[src/rtl/pipe_ctrl_pkg.sv]
// Shared definitions for the EX-stage operand-select controller: select
// codes, the pipeline scoreboard slot record and the select priority helper.
package pipe_ctrl_pkg;

    // Scoreboard rd field is sized for the widest register file we support;
    // narrower indices are zero-extended on entry.
    localparam int SLOT_RD_W = 8;

    // Operand mux select codes
    localparam logic [1:0] SEL_RF    = 2'b00;  // register file read data
    localparam logic [1:0] SEL_EXMEM = 2'b01;  // EX/MEM ALU result
    localparam logic [1:0] SEL_MEMWB = 2'b10;  // MEM/WB write-back data
    localparam logic [1:0] SEL_ALT   = 2'b11;  // PC (operand A) or immediate (operand B)

    typedef struct packed {
        logic                 valid;
        logic [SLOT_RD_W-1:0] rd;
        logic                 regwrite;
        logic                 memread;
    } slot_t;

    // Select priority for one operand: PC/imm override, then the nearer
    // producer (ID/EX, which is in EX/MEM next cycle), then the farther one.
    function automatic logic [1:0] pick_sel(
        input logic alt,
        input logic match_near,
        input logic match_far,
        input logic fwd_on
    );
        logic [1:0] sel;
        sel = SEL_RF;
        if (alt)
            sel = SEL_ALT;
        else if (match_near && fwd_on)
            sel = SEL_EXMEM;
        else if (match_far && fwd_on)
            sel = SEL_MEMWB;
        return sel;
    endfunction

endpackage

[src/rtl/ex_fwd_sel_ctrl_fwd_match.sv]
// Combinational RAW match of one ID source register against one scoreboard
// slot. Register 0 is hard-wired zero and never matches.
import pipe_ctrl_pkg::*;

module fwd_match (
    input  logic                 slot_valid,
    input  logic                 slot_regwrite,
    input  logic [SLOT_RD_W-1:0] slot_rd,
    input  logic [SLOT_RD_W-1:0] rs,
    input  logic                 src_used,
    output logic                 match
);

    // Match only a live producer that writes the same non-zero register
    always_comb begin
        match = slot_valid & slot_regwrite & src_used
              & (slot_rd == rs) & (rs != '0);
    end

endmodule

[src/rtl/ex_fwd_sel_ctrl.sv]
// EX-stage operand select controller. Tracks the ID/EX, EX/MEM and MEM/WB
// producers, registers the two operand mux selects so they line up with the
// instruction in EX, raises load-use / no-forward stalls toward IF/ID and
// counts stalled cycles with a saturating counter.
import pipe_ctrl_pkg::*;

module ex_fwd_sel_ctrl #(
    parameter int REG_ADDR_W = 5,
    parameter int FWD_EN     = 1,
    parameter int CNT_W      = 32
) (
    input  logic                  clk,
    input  logic                  rst_n,
    input  logic                  id_valid,
    input  logic [REG_ADDR_W-1:0] id_rs1,
    input  logic [REG_ADDR_W-1:0] id_rs2,
    input  logic                  id_use_rs1,
    input  logic                  id_use_rs2,
    input  logic                  id_a_pc,
    input  logic                  id_b_imm,
    input  logic [REG_ADDR_W-1:0] id_rd,
    input  logic                  id_regwrite,
    input  logic                  id_memread,
    input  logic                  flush,
    input  logic                  dcache_stall,
    output logic [1:0]            ex_sel_a,
    output logic [1:0]            ex_sel_b,
    output logic                  stall_ifid,
    output logic                  bubble_idex,
    output logic [CNT_W-1:0]      stall_cycles
);

    localparam logic FWD_ON = (FWD_EN != 0);

    slot_t                idex_reg, exmem_reg, memwb_reg;
    slot_t                id_slot;
    logic [1:0]           sel_a_reg, sel_b_reg;
    logic [1:0]           sel_a_next, sel_b_next;
    logic [CNT_W-1:0]     stall_cnt_reg;
    logic [SLOT_RD_W-1:0] rs1_ext, rs2_ext, rd_ext;
    logic                 used_a, used_b;
    logic                 load_use, raw_nofwd, hz;

    // Comparator fabric: index gi = slot*2 + source
    // (0: ID/EX-A, 1: ID/EX-B, 2: EX/MEM-A, 3: EX/MEM-B)
    slot_t                cmp_slot [2];
    logic [SLOT_RD_W-1:0] cmp_rs   [2];
    logic [1:0]           cmp_used;
    logic [3:0]           match_vec;

    // MEM/WB is tracked for a complete scoreboard but never bypassed from:
    // the register file is write-first, so its data is already visible.
    logic memwb_unused;
    assign memwb_unused = ^memwb_reg;

    // Widen ID register indices to the scoreboard rd width
    always_comb begin
        rs1_ext = '0;
        rs2_ext = '0;
        rd_ext  = '0;
        rs1_ext[REG_ADDR_W-1:0] = id_rs1;
        rs2_ext[REG_ADDR_W-1:0] = id_rs2;
        rd_ext[REG_ADDR_W-1:0]  = id_rd;
    end

    // A source only counts when it is read and not replaced by PC/imm
    always_comb begin
        used_a           = id_use_rs1 & ~id_a_pc;
        used_b           = id_use_rs2 & ~id_b_imm;
        cmp_slot[0]      = idex_reg;
        cmp_slot[1]      = exmem_reg;
        cmp_rs[0]        = rs1_ext;
        cmp_rs[1]        = rs2_ext;
        cmp_used         = {used_b, used_a};
        id_slot.valid    = id_valid;
        id_slot.rd       = rd_ext;
        id_slot.regwrite = id_regwrite;
        id_slot.memread  = id_memread;
    end

    genvar gi;
    generate
        for (gi = 0; gi < 4; gi++) begin : g_match
            fwd_match u_match (
                .slot_valid    (cmp_slot[gi/2].valid),
                .slot_regwrite (cmp_slot[gi/2].regwrite),
                .slot_rd       (cmp_slot[gi/2].rd),
                .rs            (cmp_rs[gi%2]),
                .src_used      (cmp_used[gi%2]),
                .match         (match_vec[gi])
            );
        end
    endgenerate

    // Hazard detection, stall/bubble requests and the next operand selects
    always_comb begin
        load_use    = id_valid & idex_reg.memread & (match_vec[0] | match_vec[1]);
        raw_nofwd   = ~FWD_ON & id_valid & (|match_vec);
        hz          = load_use | raw_nofwd;
        stall_ifid  = dcache_stall | (hz & ~flush);
        bubble_idex = ~dcache_stall & (hz | flush);
        sel_a_next  = pick_sel(id_a_pc,  match_vec[0], match_vec[2], FWD_ON);
        sel_b_next  = pick_sel(id_b_imm, match_vec[1], match_vec[3], FWD_ON);
    end

    // Scoreboard shift and select registers: freeze > bubble > advance
    always_ff @(posedge clk or negedge rst_n) begin
        if (!rst_n) begin
            idex_reg  <= '0;
            exmem_reg <= '0;
            memwb_reg <= '0;
            sel_a_reg <= SEL_RF;
            sel_b_reg <= SEL_RF;
        end else if (dcache_stall) begin
            idex_reg  <= idex_reg;
            exmem_reg <= exmem_reg;
            memwb_reg <= memwb_reg;
            sel_a_reg <= sel_a_reg;
            sel_b_reg <= sel_b_reg;
        end else if (bubble_idex) begin
            idex_reg  <= '0;
            exmem_reg <= idex_reg;
            memwb_reg <= exmem_reg;
            sel_a_reg <= SEL_RF;
            sel_b_reg <= SEL_RF;
        end else begin
            idex_reg  <= id_slot;
            exmem_reg <= idex_reg;
            memwb_reg <= exmem_reg;
            sel_a_reg <= sel_a_next;
            sel_b_reg <= sel_b_next;
        end
    end

    // Saturating count of cycles in which IF/ID is held
    always_ff @(posedge clk or negedge rst_n) begin
        if (!rst_n)
            stall_cnt_reg <= '0;
        else if (stall_ifid && (stall_cnt_reg != '1))
            stall_cnt_reg <= stall_cnt_reg + CNT_W'(1);
    end

    assign ex_sel_a     = sel_a_reg;
    assign ex_sel_b     = sel_b_reg;
    assign stall_cycles = stall_cnt_reg;

endmodule

[config.mk]
export PLATFORM = sky130hd
export DESIGN_NAME = ex_fwd_sel_ctrl
export DESIGN_NICKNAME = d
export VERILOG_FILES = /design/src/rtl/pipe_ctrl_pkg.sv /design/src/rtl/ex_fwd_sel_ctrl_fwd_match.sv /design/src/rtl/ex_fwd_sel_ctrl.sv
export SDC_FILE = /design/constraint.sdc
export NUM_CORES = 1
export LEC_CHECK = 0
export BUFFER_PORTS_ARGS = -buffer_cell sky130_fd_sc_hd__buf_2
export CAP_MARGIN = 25
export CORE_MARGIN = 8
export CORE_UTILIZATION = 54
export DETAILED_ROUTE_END_ITERATION = 6
export PLACE_DENSITY = 0.78
export SYNTH_ARGS = -nofsm -noshare
export SYNTH_HDL_FRONTEND = slang
export SYNTH_HIERARCHICAL = 1
export SYNTH_SLANG_ARGS = --single-unit
[constraint.sdc]
create_clock -name clk -period 2.8 [get_ports clk]
set_input_delay 0.42 -clock clk [delete_from_list [all_inputs] [get_ports clk]]
set_output_delay 0.42 -clock clk [all_outputs]
set_load 0.01 [all_outputs]
# ---- After elaboration in Yosys (flattened, before gate mapping)
# Cells that the tools add are included.
dict set report word_totals {
  reg_bits 57
  inputBits 26
  output_inout_bits 38
  elab_cells 55
}
dict set report classes {
  n_addsub 1
  eq_ne 5
  muxes 9
  n_bitwise 27
  reduce_logical 3
}
# op n
set op_table {}
lappend op_table {{32-bit by 1-bit adder with 32-bit output (second input constant)} 1}
lappend op_table {{8-bit by 5-bit equality test with 1-bit output} 4}
lappend op_table {{32-bit != test (second input constant)} 1}
lappend op_table {{1-bit bitwise AND} 20}
lappend op_table {{2-bit two-way mux} 8}
lappend op_table {{8-bit nonzero test} 2}
lappend op_table {{11-bit two-way mux} 1}
lappend op_table {{1-bit inverter} 4}
lappend op_table {{1-bit OR} 3}
lappend op_table {{1-bit logical AND} 1}

# ---- Longest topological paths before layout
dict set report depth {
  word_depth 10
  mapped_depth 10
  mapped_depth_nobuf 10
}

# ---- Hierarchy
# Netlist, hierarchy kept.
# mod instances cells_each area_each_um2 seq_area_each_um2
set modules_own_cells {}
lappend modules_own_cells {ex_fwd_sel_ctrl 1 229 2399.8 1276.2}
lappend modules_own_cells {fwd_match 4 15 117.6 0.0}

# ---- Least setup slack after synthesis
# OpenSTA, ideal clock, no wires.
dict set report synth_timing {
  kind {input to register}
  startpoint {in id_use_rs1}
  endpoint {reg stall_cnt_reg[28] (netlist: stall_cycles[28])}
  setup_time_ns 0.127
  arrival_time_ns 2.244
  required_time_ns 2.673
  slack_ns 0.429
  path_stages 9
  path_buffers 0
  cell_sequence {nor2b_1 > nand3_1 > a211o_1 > nor3_2 > o211a_1 > a31oi_1 > a2111oi_2 > nand4_1 > xnor2_1}
}
dict set report synth_between {
  elab_chain_cells 9
}
# element line_no
set synth_rtl {}
lappend synth_rtl {{from (decl)} ex_fwd_sel_ctrl.sv:17} ;# input logic id_use_rs1,
lappend synth_rtl {{1-bit bitwise AND} ex_fwd_sel_ctrl.sv:68} ;# used_a = id_use_rs1 & ~id_a_pc;
lappend synth_rtl {{1-bit bitwise AND} ex_fwd_sel_ctrl_fwd_match.sv:16} ;# match = slot_valid & slot_regwrite & src_used
lappend synth_rtl {{1-bit bitwise AND (2 in series)} ex_fwd_sel_ctrl_fwd_match.sv:17} ;# & (slot_rd == rs) & (rs != '0);
lappend synth_rtl {{via match_vec[0]} ex_fwd_sel_ctrl.sv:49} ;# logic [3:0] match_vec;
lappend synth_rtl {{1-bit OR} ex_fwd_sel_ctrl.sv:97} ;# load_use = id_valid & idex_reg.memread & (match_vec[0] | match_vec[1]);
lappend synth_rtl {{1-bit bitwise AND} ex_fwd_sel_ctrl.sv:97}
lappend synth_rtl {{1-bit bitwise AND} ex_fwd_sel_ctrl.sv:100} ;# stall_ifid = dcache_stall | (hz & ~flush);
lappend synth_rtl {{1-bit OR} ex_fwd_sel_ctrl.sv:100}
lappend synth_rtl {{1-bit logical AND} ex_fwd_sel_ctrl.sv:139} ;# else if (stall_ifid && (stall_cnt_reg != '1))
lappend synth_rtl {{to (signal assigned)} ex_fwd_sel_ctrl.sv:140} ;# stall_cnt_reg <= stall_cnt_reg + CNT_W'(1);
lappend synth_rtl {{to (decl)} ex_fwd_sel_ctrl.sv:39} ;# logic [CNT_W-1:0] stall_cnt_reg;
# The timed path passes the listed nets, and every way through them passes these cells.
# A chain may end at the register's enable or synchronous reset.

# ---- Worst setup path in the final report
dict set report layout_timing {
  startpoint {in id_rs2[0]}
  endpoint {out stall_ifid}
}
dict set report layout_between {
  elab_chain_cells 7
  elab_cells_between_ends 8
  classes_between {1 x eq/ne; 6 x bitwise; 1 x reduce/logical}
}
# element line_no
set layout_rtl {}
lappend layout_rtl {{from (decl)} ex_fwd_sel_ctrl.sv:16} ;# input logic [REG_ADDR_W-1:0] id_rs2,
lappend layout_rtl {{8-bit by 5-bit equality test with 1-bit output} ex_fwd_sel_ctrl_fwd_match.sv:17}
lappend layout_rtl {{1-bit bitwise AND} ex_fwd_sel_ctrl_fwd_match.sv:17}
lappend layout_rtl {{1-bit bitwise AND (*)} ex_fwd_sel_ctrl_fwd_match.sv:17}
lappend layout_rtl {{via match_vec[1]} ex_fwd_sel_ctrl.sv:49}
lappend layout_rtl {{1-bit OR (*)} ex_fwd_sel_ctrl.sv:97}
lappend layout_rtl {{1-bit bitwise AND (*)} ex_fwd_sel_ctrl.sv:97}
lappend layout_rtl {{1-bit bitwise AND (*)} ex_fwd_sel_ctrl.sv:100}
lappend layout_rtl {{1-bit OR (*)} ex_fwd_sel_ctrl.sv:100}
lappend layout_rtl {{to (decl)} ex_fwd_sel_ctrl.sv:28} ;# output logic stall_ifid,
# The timed path passes the listed nets; every way through them passes the cells marked *.

==> impl_metrics.yaml <==
status:
  status: "completed"
yosys:
  synth_seq_cells: 51
  synth_top_area_share_pct: 44.5
  synth_area_per_cell_um2: 9.93
  synth_edf_count: 0
  synth_cells: 289
  synthFlopType: "dfrtp_1"
  yosysUniqueCellTypes: 33
  post-synth-top-area-cell: "dfrtp_1"
  ys_seq_area_share_pct: 44.5
  synth_area_um2: 2870
  async_reset_ff_share_pct: 100
  yosysWarnings: 6
  synth.area.top_cells: "dfrtp_1 44%, xnor2_1 14%, nand3_1 4.4%"
drt:
  drt_iter0_drc: 109
  vias: 2397
  drc_errors: 0
  drt_wl_total_mm: 6.87
  avgViaCountPerCell: 5.17
  drtAntennaViolNets: 0
  first_pass_iters: 6
  routedWlPerCell_um: 14.8
clock_tree:
  path_clk_slew_ps: 90
  cts_setup_buffers: 0
  cts_tree: "done"
  cts_hold_buf: 0
  clock_path_buffers: 2
  cts_resized: 0
  ctsRootBufferMaster: "clkbuf_8"
  numCtsBuffers: 5
  htree_levels: 2
  clock-sinks: 51
  worstSkewPairLatency_ps: 300
layout:
  drive_above_1_share_pct: 24.4
  postLayoutCellArea_um2: 3510
  n_fill_cell: 439
  layout-area-overhead-vs-synth_pct: 22.4
  nNetsFinal: 420
  antenna-diode-count: 0
pwr:
  power_density_nw_per_um2: 487
  switching_share_pct: 29.5
  power.leakage_nw: 1.64
  power_frac_comb_pct: 19.8
  p_seq_share_pct: 53.3
  ir_drop_v: 0.000446
  power.total_mw: 1.71
  clock_power_share_pct: 26.9
  p_int_mw: 1.21
  p_switching_mw: 0.505
timing:
  fin_hold_ws_ps: 91.5
  drv_slew: 0
  fin_crit_ps: 2470
  slew-limit-headroom_pct: 55.7
  fin_tns_setup_ps: 0
  period_share_pct: 88.2
  fin_worst_skew_ps: 6.86
  tightest_slew_ps: 659
  rsz0062_at_grt: "no"
  setup_slack_ps: 332
  hold_violations: 0
  fmax_ghz: 0.405
  setup_violations: 0
die:
  die_y_um: 88.9
  core-area_um2: 5110
  die_x_um: 88.9
  rows: 26
  start_util_pct: 56.2
  ioPinCount: 64
  dieArea_um2: 7900
flow_run:
  maxCapViolCount: 0
placed_design:
  post-place-ws_ps: 116
  gp_congestion: 0.845
  dpl-instance-area_um2: 3410
  detailed_place_hpwl_mm: 5.38
  port_buffers: 63
global_route:
  grtUsageTotal_pct: 18.5
  grt_pass1_wl_mm: 11.3
  grt_pass1_vias: 2340
  overflow: 0
  antenna_found_initial: 0
  grt_max_degree: 33
worst_hold_path:
  hp-class: "input port to async pin"
critical_path:
  arrival_ps: 2050
  worst-setup-path-type: "input port to output pin"
  worstPathRequired_ps: 2380
  crit_path_start_kind: "input port"
  cp_max_fo: 7
  end_kind: "output pin"
[cells by family after synthesis]
family / Yosys count / share of synthesized area, %
AOI/OAI and AO/OA: 27 / 5.84
xor gates and xnor gates: 62 / 19.4
adders and majority gates: 1 / 0.436
buffers and inverters: 11 / 1.96
DFF: 51 / 44.5
muxes: 8 / 3.14
other: 1 / 0.131
and+or+nand+nor: 128 / 24.6
[flip-flops by register name, summed over array words and instances, names as in the netlist]
signal        count
cmp_slot         15
ex_sel_a          2
ex_sel_b          2
stall_cycles     32
[placed cells by master (no fill, tap or decap), types with 2 or more instances in the layout]
cell type,count
nor2b_1,4
clkbuf_8,7
inv_1,4
nand3_1,25
a211o_1,4
buf_4,6
and2_1,3
dfrtp_1,51
xnor2_1,47
nor3_2,4
nor2_1,10
nand2_1,30
xor2_1,13
conb_1,36
buf_2,63
nor3_1,6
and3_1,8
mux2_2,7
a31oi_1,2
nor4_1,12
xnor2_2,2
o21ai_0,18
nand4_1,20
[power by group through the flow]
stage	Clock, mW	Combinational, mW	Sequential (mW)
finish	0.461	0.339	0.911
global route	0.510	0.379	0.926
CTS	0.474	0.341	0.910
detailed placement	0	0.340	0.925
global placement	0	0.330	0.920
floorplan	0	0.182	0.931
[final timing paths]
path | from | to | slack, ps | cells past startpoint
setup reg to reg | cmp_slot[21] | stall_cycles[28] | 440 | 9
max in group asynchronous | rst_n | stall_cycles[3] | 1920 | 2
hold / removal | rst_n | cmp_slot[13] | 90 | 1
min in group clk | id_rd[2] | cmp_slot[15] | 350 | 3
hold reg to reg | ex_sel_a[0] | ex_sel_a[0] | 500 | 2
setup / recovery | id_rs2[0] | stall_ifid | 330 | 8
[layout make-up]
cell class	count	area (um^2)	area share, %
multi-input combinational	262	1670	47.6
sequential	51	1280	36.3
timing repair buffer	69	360	10.3
clock buffer	8	100	2.85
tap	70	87.6	2.49
inverter	4	15.0	0.428
[metrics by stage]
step | instances | util (%)
after floorplan | 324 | -
after global placement | 456 | 66.7
after detailed placement | 456 | 66.7
after CTS | 464 | 68.7
after global routing | 464 | 68.8
final | 464 | 68.8
[worst max-delay path, cell delays in order]
cell     delay [ps]
buf_2           130
nor4_1          400
a211o_1         200
nor3_2           50
o211a_1         240
a21oi_2         330
inv_1           110
buf_2           160
[Yosys cell counts, types with 2 or more instances]
cell      count
dfrtp_1      51
xnor2_1      47
nand2_1      30
nand3_1      25
nand4_1      20
o21ai_0      18
xor2_1       13
nor4_1       12
nor2_1       10
and3_1        8
mux2_2        7
nor3_1        6
clkbuf_1      5
a211o_1       4
inv_1         4
nor2b_1       4
nor3_2        4
and2_1        3
a31oi_1       2
buf_6         2
xnor2_2       2
[per-layer routing]
metal	share of wire [%]	track usage, %	up-vias
met5	0	0	-
met4	1.3	5.53	0
met3	6.0	4.69	8
met2	44	26.9	60
met1	48	26.2	1129
li1	-	-	1200
(Power assumes the default switching activity.)
